**src/rtl/fetch_arbiter.sv**
```systemverilog
// Round-robin arbiter sharing one instruction-memory port between NUM_CORES fetchers.
// One transaction in flight at a time; the response is routed back to the granted core.
module fetch_arbiter #(
  parameter int NUM_CORES      = 4,
  parameter int PC_ADDR_WIDTH  = 8,
  parameter int INST_MSG_WIDTH = 16,
  parameter int ID_WIDTH       = $clog2(NUM_CORES)
) (
  input  logic                               clk,
  input  logic                               reset,
  input  logic [NUM_CORES-1:0]               core_req_val,
  input  logic [NUM_CORES*PC_ADDR_WIDTH-1:0] core_req_addr,
  output logic [NUM_CORES-1:0]               core_req_rdy,
  output logic [NUM_CORES-1:0]               core_resp_val,
  input  logic [NUM_CORES-1:0]               core_resp_rdy,
  output logic [INST_MSG_WIDTH-1:0]          core_resp_inst,
  output logic                               mem_req_val,
  input  logic                               mem_req_rdy,
  output logic [PC_ADDR_WIDTH-1:0]           mem_req_addr,
  input  logic                               mem_resp_val,
  output logic                               mem_resp_rdy,
  input  logic [INST_MSG_WIDTH-1:0]          mem_resp_inst,
  output logic [1:0]                         arb_state,
  output logic [ID_WIDTH-1:0]                grant_id
);

  typedef enum logic [1:0] {
    S_IDLE = 2'd0,
    S_REQ  = 2'd1,
    S_WAIT = 2'd2,
    S_RESP = 2'd3
  } state_t;

  state_t                    state_r;
  state_t                    state_s;
  logic [ID_WIDTH-1:0]       last_grant_r;
  logic [ID_WIDTH-1:0]       grant_id_r;
  logic [PC_ADDR_WIDTH-1:0]  addr_r;
  logic [INST_MSG_WIDTH-1:0] inst_r;

  logic [ID_WIDTH-1:0]       winner_s;
  logic [ID_WIDTH-1:0]       cand_s;
  logic                      any_req_s;
  logic                      req_fire_s;
  logic                      resp_load_s;
  logic                      core_fire_s;

  function automatic logic [NUM_CORES-1:0] onehot(input logic [ID_WIDTH-1:0] id);
    logic [NUM_CORES-1:0] vec;
    vec     = '0;
    vec[id] = 1'b1;
    return vec;
  endfunction

  // Round-robin search starting just past the last granted core, wrapping modulo NUM_CORES.
  always_comb begin
    winner_s  = '0;
    cand_s    = '0;
    any_req_s = 1'b0;
    for (int k = 1; k <= NUM_CORES; k++) begin
      cand_s = ID_WIDTH'((int'(last_grant_r) + k) % NUM_CORES);
      if (!any_req_s && core_req_val[cand_s]) begin
        any_req_s = 1'b1;
        winner_s  = cand_s;
      end else begin
        any_req_s = any_req_s;
      end
    end
  end

  // State register.
  always_ff @(posedge clk or posedge reset) begin
    if (reset) begin
      state_r <= S_IDLE;
    end else begin
      state_r <= state_s;
    end
  end

  // Next-state logic and handshake fire strobes.
  always_comb begin
    state_s     = state_r;
    req_fire_s  = 1'b0;
    resp_load_s = 1'b0;
    core_fire_s = 1'b0;
    case (state_r)
      S_IDLE: begin
        if (any_req_s) begin
          req_fire_s = 1'b1;
          state_s    = S_REQ;
        end else begin
          state_s = S_IDLE;
        end
      end
      S_REQ: begin
        if (mem_req_rdy) begin
          state_s = S_WAIT;
        end else begin
          state_s = S_REQ;
        end
      end
      S_WAIT: begin
        if (mem_resp_val) begin
          resp_load_s = 1'b1;
          state_s     = S_RESP;
        end else begin
          state_s = S_WAIT;
        end
      end
      S_RESP: begin
        if (core_resp_rdy[grant_id_r]) begin
          core_fire_s = 1'b1;
          state_s     = S_IDLE;
        end else begin
          state_s = S_RESP;
        end
      end
      default: begin
        state_s = S_IDLE;
      end
    endcase
  end

  // Transaction context: latched address/grant, returned instruction, round-robin pointer.
  always_ff @(posedge clk or posedge reset) begin
    if (reset) begin
      addr_r       <= '0;
      inst_r       <= '0;
      grant_id_r   <= '0;
      last_grant_r <= ID_WIDTH'(NUM_CORES - 1);
    end else begin
      if (req_fire_s) begin
        addr_r     <= core_req_addr[winner_s*PC_ADDR_WIDTH +: PC_ADDR_WIDTH];
        grant_id_r <= winner_s;
      end
      if (resp_load_s) begin
        inst_r <= mem_resp_inst;
      end
      if (core_fire_s) begin
        last_grant_r <= grant_id_r;
      end
    end
  end

  // Output decode: everything is a function of registered state except the IDLE accept.
  always_comb begin
    core_req_rdy   = '0;
    core_resp_val  = '0;
    core_resp_inst = '0;
    mem_req_val    = 1'b0;
    mem_req_addr   = '0;
    mem_resp_rdy   = 1'b0;
    case (state_r)
      S_IDLE: begin
        if (any_req_s) begin
          core_req_rdy = onehot(winner_s);
        end else begin
          core_req_rdy = '0;
        end
      end
      S_REQ: begin
        mem_req_val  = 1'b1;
        mem_req_addr = addr_r;
      end
      S_WAIT: begin
        mem_resp_rdy = 1'b1;
      end
      S_RESP: begin
        core_resp_val  = onehot(grant_id_r);
        core_resp_inst = inst_r;
      end
      default: begin
        core_req_rdy = '0;
      end
    endcase
  end

  assign arb_state = state_r;
  assign grant_id  = grant_id_r;

endmodule

```
**config.mk**
```make
export PLATFORM = sky130hd
export DESIGN_NAME = fetch_arbiter
export DESIGN_NICKNAME = d
export VERILOG_FILES = /design/src/rtl/fetch_arbiter.sv
export SDC_FILE = /design/constraint.sdc
export NUM_CORES = 1
export LEC_CHECK = 0
export CORE_MARGIN = 5
export CORE_UTILIZATION = 41
export CTS_BUF_LIST = sky130_fd_sc_hd__clkbuf_4 sky130_fd_sc_hd__clkbuf_8 sky130_fd_sc_hd__clkbuf_16
export DETAILED_ROUTE_END_ITERATION = 7
export GPL_ROUTABILITY_DRIVEN = 1
export PLACE_DENSITY = 0.85
export SLEW_MARGIN = 40
export SYNTH_ARGS = -nofsm -noshare
export SYNTH_HDL_FRONTEND = slang
export SYNTH_SLANG_ARGS = --single-unit
```
**constraint.sdc**
```tcl
create_clock -name clk -period 5 [get_ports clk]
set_clock_uncertainty 0.05 [all_clocks]
set_input_delay 1 -clock clk [delete_from_list [all_inputs] [get_ports clk]]
set_output_delay 1 -clock clk [all_outputs]
set_load 0.005 [all_outputs]
```
# Word-level counts from Yosys, hierarchy flattened
# Cells that the tools add are included.
# totals
register_bits	30
in_bits	60
out_inout_bits	38
word_cells	70
# classes
add_sub_neg	4
magnitude_cmp	8
eq_ne	3
n_shift	1
muxes	40
n_reduce_logical	9
# op_table
cell	count
$shiftx 32x6->8	1
$mux 1	21
$lt 2x3->1 const B	6
$mux 16	1
$mux 2	6
$mux 4	3
$bmux 1 s2	5
$mux 8	1
$pmux 2 s4	1
$logic_and 1x1->1	5
$add 2x1->2 const B	2
$add 2x2->2 const B	2
$demux 1 s2	2
$eq 2x2->1 const B	2
$ge 2x1->1 const B	2
$logic_not 1->1	3
$eq 2x1->1 const B	1
$logic_not 2->1	1

# Depth between registers and ports, before layout
# Gate-level depths: netlist of run 1.
# depth
word_depth	19
depth_mapped	6
depth_no_buf	5

# Worst setup path before layout of run 1
# No wires, ideal clock.
# synth_timing
kind	input to output
from	input core_req_val[2]
to	output core_req_rdy[1]
arrival_ns	1.836
required_time_ns	3.950
setup_slack_ns	2.114
path_stages	5
n_path_buf	1
cell_sequence	and2b_1 a21oi_1 o221ai_2 buf_4 and3_1
# synth_via
elab_chain_cells	18
elab_cells_between_ends	29
classes_between	2 x order compare; 20 x mux; 7 x reduce/logical
# synth_rtl
element	line	text
start: declaration	11	input logic [NUM_CORES-1:0] core_req_val,
$bmux 1 s2	62	if (!any_req_s && core_req_val[cand_s]) begin
$mux 1 (not written as such)	62	
$mux 1	62	
$logic_not 1->1	62	
$logic_and 1x1->1	62	
$mux 1	62	
$logic_not 1->1	62	
$logic_and 1x1->1	62	
(+2 left out)	-	
$logic_and 1x1->1	62	
$mux 2	62	
$lt 2x3->1 (not written as such) or $ge 2x1->1 (tied branches)	51	vec[id] = 1'b1;
$logic_and 1x1->1 (not written as such)	51	
$mux 1 (not written as such)	51	
$demux 1 s2	51	
$mux 4 *	155	if (any_req_s) begin
$mux 4 *	153	case (state_r)
end: declaration	13	output logic [NUM_CORES-1:0] core_req_rdy,
# Mark *: on every way between the ends. The rest lies on a longest branch, timed or not. The select of a mux whose other input is x is not followed.

# Final worst setup path of run 1
# layout_timing
from	input core_req_val[3]
to	output core_req_rdy[1]
# The elaborated chain is that of the path after synthesis.

==> results of run 1 <==
## area by class of cell
class	count	area share (%)
clock buffer	7	3.24
clock inverter	1	0.180
inverter	5	0.676
multi-input combinational	114	31.0
sequential	30	27.1
tap	50	2.25
timing repair buffer	99	35.5
## metrics by stage
step	utilization, %	cell area, um2	cells
floorplan	-	1690	159
global placement	67.0	2680	298
detailed placement	67.0	2680	298
CTS	69.4	2780	306
global route	69.4	2780	306
finish	69.4	2780	306
## synthesized netlist by cell type
cell,number,area [um2]
dfrtp_1,28,701
and3_1,18,113
mux2_2,17,191
mux2i_1,17,170
nand2_1,16,60.1
and2_1,8,50.1
o221ai_1,8,70.1
clkbuf_1,6,22.5
inv_1,5,18.8
nor2_1,5,18.8
a21oi_1,4,20.0
nand2b_1,3,18.8
nor3_1,3,15.0
a31oi_1,2,12.5
and2b_1,2,15.0
buf_4,2,15.0
dfstp_2,2,52.6
mux4_2,2,45.0
nand3_1,2,10.0
o21ai_0,2,10.0
a21o_1,1,7.51
buf_6,1,11.3
clkbuf_2,1,5.00
nor2b_1,1,6.26
nor4_1,1,6.26
o221ai_2,1,15.0
or3_1,1,6.26
## where the power goes
part | switching (uW) | internal [uW] | total, uW
Clock | 86.2 | 116 | 202
Sequential | 124 | 371 | 495
Combinational | 270 | 449 | 718
Total | 480 | 936 | 1420
## sequential cells by signal, indices dropped and copies added (netlist names)
register / cells
addr_r: 8
arb_state: 2
grant_id: 2
inst_r: 16
last_grant_r: 2
## critical path, stage by stage
cell and delay [ps]:
clkdlybuf4s50_1 540, and2b_1 170, a21oi_1 60, o221ai_2 640, and3_1 290, clkdlybuf4s50_1 500
## metal layers
layer / track usage [%] / share of wire (%) / vias to the layer above
met5: 0 / 0 / -
met4: 4.63 / 0.91 / 0
met3: 3.65 / 4.0 / 6
met2: 34.8 / 56 / 36
met1: 22.7 / 39 / 774
li1: - / - / 764
## worst paths after layout
check | start | to | slack, ps | depth (start not counted)
max in group asynchronous | reset | last_grant_r[0] | 3540 | 3
setup reg to reg | last_grant_r[1] | addr_r[2] | 2650 | 6
hold / removal | addr_r[0] | addr_r[0] | 430 | 2
min in group asynchronous | reset | addr_r[0] | 1050 | 3
hold reg to reg | addr_r[0] | addr_r[0] | 430 | 2
setup / recovery | core_req_val[3] | core_req_rdy[1] | 750 | 6
## cells by family (layout without fill, tap and decap cells)
family | after synthesis | in the layout | share of synthesized area (%)
buffers and inverters | 15 | 112 | 4.30
muxes | 36 | 36 | 24.1
AOI/OAI and AO/OA | 18 | 18 | 8.01
and+or+nand+nor | 60 | 60 | 18.9
DFF | 30 | 30 | 44.7
==> metrics.md, run 1 <==
| Metric | Value |
|---|---|
| Vias in the first global route | 1668 |
| Post_cts resized | 0 |
| Worst Setup Path Type | primary input to output pin |
| Slew @ Worst Pin | 813 ps |
| Fin crit period | 4250 ps |
| Register area | 753 um2 |
| Outcome | completed |
| Distinct cells, synth | 27 |
| Most frequent cells in the layout | 97 x clkdlybuf4s50_1, 28 x dfrtp_1, 18 x and3_1 |
| Max-cap check violation count | 0 |
| Initial Utilization | 42.2% |
| CTS tree | yes |
| Htree depth | 2 |
| Final cycle utilization of the critical path | 85.0% |
| DRC Markers | 0 |
| Sinks on the clock net | 30 |
| DP Worst Slack | 783 ps |
| Startpoint Class | primary input |
| Diodes inserted | 0 |
| First-pass GRT wire length | 8020 um |
| Worst hold margin | 435 ps |
| Final setup violation count | 0 |
| Grt total ovfl | 0 |
| Drt via density | 5.16 |
| P_leak | 0.00124 uW |
| Maximum VDD drop | 0.332 mV |
| Final hold vios | 0 |
| Cells after Synth | 159 |
| Core Footprint | 4000 um2 |
| Routability Congestion | 0.839 |
| Root buf cell | clkbuf_8 |
| Layout area overhead | 64.6% |
| Worst skew pair latency | 270 ps |
| Initial antenna violation count | 0 |
| CP Capture Type | output pin |
| CP required | 3950 ps |
| Port-buffer cells | 97 |
| Placement Rows | 23 |
| Syn_area_per_cell | 10.6 um2 |
| DIE HEIGHT | 74.1 um |
| Initial DRC count | 120 |
| Setup Buffers After CTS | 0 |
| Slew HR | 45.8% |
| Via count | 1580 |
| RSZ-0062 raised after global routing | no |
| Filler instances | 309 |
| I/O pin cnt | 98 |
| Area of the multi-input gates | 861 um2 |
| Power Dens Cells | 510 nW/um2 |
| Sequential area share after synthesis | 44.7% |
| Nets | 315 |
| Crit path DAT | 3200 ps |
| Synthesized cell area | 1690 um2 |
| Die area | 5500 um2 |
| Final WL | 5150 um |
| Final setup margin | 751 ps |
| Max-slew violation count | 0 |
| Net Count, Synth | 219 |
| Number of buffers created by CTS | 5 |
| Most common cell after layout, fill and taps aside | clkdlybuf4s50_1 |
| DRT Pass-1 Iters | 6 |
| WL/cell | 16.8 um |
| Worst-path fanout max | 13 |
| Antenna-violating nets left | 0 |
| Worst-path clk slew | 60 ps |
| Total power | 1420 uW |
| Dpl hpwl | 3950 um |
| Synth Register Bits | 30 |
| Min-delay worst type | register to register |
| Hold_buf cts | 0 |
| F_max | 235 MHz |
| Pin count of the biggest net entering global routing | 31 |
| Share of layout cells above drive strength 1 | 12.5% |
| TNS Setup | 0 ps |
| CTS Buffer Depth | 2 |
| Gr usage total | 19.0% |
| Ys Warns | 0 |
| Width of the die | 74.1 um |
(Power assumes the default switching activity.)
==> inputs of run 2 (changes only) <==
--- a/config.mk
+++ b/config.mk
@@ -6,11 +6,11 @@
 export NUM_CORES = 1
 export LEC_CHECK = 0
 export CORE_MARGIN = 5
-export CORE_UTILIZATION = 41
+export CORE_UTILIZATION = 34
 export CTS_BUF_LIST = sky130_fd_sc_hd__clkbuf_4 sky130_fd_sc_hd__clkbuf_8 sky130_fd_sc_hd__clkbuf_16
 export DETAILED_ROUTE_END_ITERATION = 7
 export GPL_ROUTABILITY_DRIVEN = 1
-export PLACE_DENSITY = 0.85
+export PLACE_DENSITY = 0.75
 export SLEW_MARGIN = 40
 export SYNTH_ARGS = -nofsm -noshare
 export SYNTH_HDL_FRONTEND = slang
==> constraint.sdc (replaced) <==
create_clock -name clk -period 3.6 [get_ports clk]
set_clock_uncertainty 0.05 [all_clocks]
set_input_delay 0.72 -clock clk [delete_from_list [all_inputs] [get_ports clk]]
set_output_delay 0.72 -clock clk [all_outputs]
set_load 0.005 [all_outputs]
==> metrics.md, run 2 (synthesis results as in run 1) <==
| Metric | Value |
|---|---|
| Outcome | completed |
| Htree depth | 2 (unchanged) |
| Post_cts resized | 0 (unchanged) |
| Routability Congestion | 0.754 (-10%) |
| Max FFs per register | 16 (unchanged) |
| Crit path DAT | 2530 ps (-670 ps) |
| Root buf cell | clkbuf_8 |
| Reg-to-reg slack, setup | 1630 ps (-1020 ps) |
| Slew @ Worst Pin | 698 ps (-115 ps) |
| Placement Rows | 25 (+8.7%) |
| Die area | 6470 um2 (+18%) |
| R2r endpoint | addr_r[6] |
| Vias in the first global route | 1558 (-6.6%) |
| Layout area overhead | 69.8% |
| Grt total ovfl | 0 (unchanged) |
| Core Footprint | 4750 um2 (+19%) |
| TNS Setup | 0 ps (unchanged) |
| I/O pin cnt | 98 (unchanged) |
| Final WL | 4910 um (-4.8%) |
| Worst Setup EP | core_req_rdy[1] |
| Initial antenna violation count | 0 (unchanged) |
| Final hold vios | 0 (unchanged) |
| Initial Utilization | 35.5% (-6.7 points) |
| Antenna-violating nets left | 0 (unchanged) |
| Max-slew violation count | 0 (unchanged) |
| CP Capture Type | output pin |
| Worst-path fanout max | 7 (-6) |
| Reg2Reg Depth | 6 (unchanged) |
| CP Launch Point | core_req_val[3] |
| WL/cell | 14.9 um (-12%) |
| Drt via density | 4.76 (-7.8%) |
| Diodes inserted | 0 (unchanged) |
| Finished Layout Cells | 330 (+7.8%) |
| Worst Setup Path Type | primary input to output pin |
| Setup Buffers After CTS | 0 (unchanged) |
| Largest Register | inst_r |
| Most frequent cells in the layout | 97 x clkdlybuf4s50_1, 28 x dfrtp_1, 18 x and3_1 |
| Worst-path clk slew | 60 ps (about the same) |
| Sinks on the clock net | 30 (unchanged) |
| Maximum VDD drop | 0.397 mV (+20%) |
| DRT Pass-1 Iters | 4 (-2) |
| DIE HEIGHT | 80.4 um (+8.5%) |
| Initial DRC count | 49 (-59%) |
| Top Registers | inst_r: 16 flops, addr_r: 8 flops |
| DRC Markers | 0 (unchanged) |
| Fin crit period | 3300 ps |
| Filler instances | 437 (+41%) |
| Final cycle utilization of the critical path | 91.6% |
| RSZ-0062 raised after global routing | no |
| Most common cell after layout, fill and taps aside | clkdlybuf4s50_1 |
| Share of layout cells above drive strength 1 | 15.2% (+2.7 points) |
| Hold_buf cts | 0 (unchanged) |
| First-pass GRT wire length | 7870 um (-1.9%) |
| CP required | 2830 ps (-1120 ps) |
| Power Dens Cells | 710 nW/um2 (+39%) |
| Max-cap check violation count | 0 (unchanged) |
| Final setup violation count | 0 (unchanged) |
| Width of the die | 80.4 um (+8.5%) |
| F_max | 303 MHz |
| Dpl hpwl | 3860 um (-2.1%) |
| Min-delay worst type | register to register |
| Cells after DPL | 322 (+8.1%) |
| Worst skew pair latency | 270 ps (about the same) |
| CTS Buffer Depth | 2 (unchanged) |
| Area of the multi-input gates | 861 um2 (unchanged) |
| Register area | 753 um2 (unchanged) |
| Hold Startpoint | addr_r[4] |
| Pin count of the biggest net entering global routing | 25 (-19%) |
| Gr usage total | 15.6% (-3.4 points) |
| Worst r2r src | last_grant_r[1] |
| CTS tree | yes |
| Startpoint Class | primary input |
| Nets | 322 (+2.2%) |
| Via count | 1571 (-0.57%) |
| Number of buffers created by CTS | 5 (unchanged) |
| Slew HR | 53.4% (+7.6 points) |
| P_leak | 0.00128 uW (+3.1%) |
| Port-buffer cells | 97 (unchanged) |
==> run 2: cell types whose count changed in the layout (fill, tap and decap cells not counted) <==
cell / previous run / this run
bufinv_16: 0 / 1
inv_1: 5 / 4
clkbuf_8: 6 / 5
inv_2: 0 / 1
buf_4: 2 / 9
clkbuf_4: 1 / 0
clkinv_2: 1 / 2
==> run 2: report_power, final <==
group / internal, uW / leakage [uW] / total (uW) / switching [uW]
Combinational: 655 / 0.000863 / 1090 / 435
Clock: 203 / 0.0000579 / 327 / 124
Sequential: 516 / 0.000356 / 617 / 101
==> run 2: metal layers <==
layer	part of all wire, %	global-route usage [%]
met4	1.5	4.05
met1	41	19.1
met2	51	26.7
met5	0	0
met3	6.7	4.71
==> run 2: worst min-delay path by stage <==
stage	end	slack [ps]	cells after the start
floorplan	addr_r[0]	400	2
global placement	addr_r[6]	410	2
detailed placement	addr_r[4]	410	2
CTS	addr_r[4]	430	2
global route	addr_r[3]	450	2
finish	addr_r[4]	430	2
==> run 2: through the flow <==
step                hold slack (ps)  setup slack [ps]  total power (uW)  util [%]  area (um2)
floorplan                       398              1270              1190         -        1690
global placement                410               372              1700      57.9        2760
detailed placement              415               318              1730      57.9        2760
CTS                             431               306              2060      60.2        2860
global route                    449               229              2190      60.2        2860
finish                          428               302              2030      60.2        2860
==> run 2: cell type report <==
class                           count  share of cell area [%]
Clock buffer                        5                    2.40
Clock inverter                      3                    1.40
Inverter                            5                   0.655
Multi-Input combinational cell    114                    30.1
Sequential cell                    30                    26.3
Tap cell                           67                    2.93
Timing Repair Buffer              106                    36.3
==> run 2: worst max-delay path, stage by stage <==
cell and delay [ps]:
clkdlybuf4s50_1 550, and2b_1 170, a21oi_1 50, o221ai_2 310
and3_1 220, clkdlybuf4s50_1 500
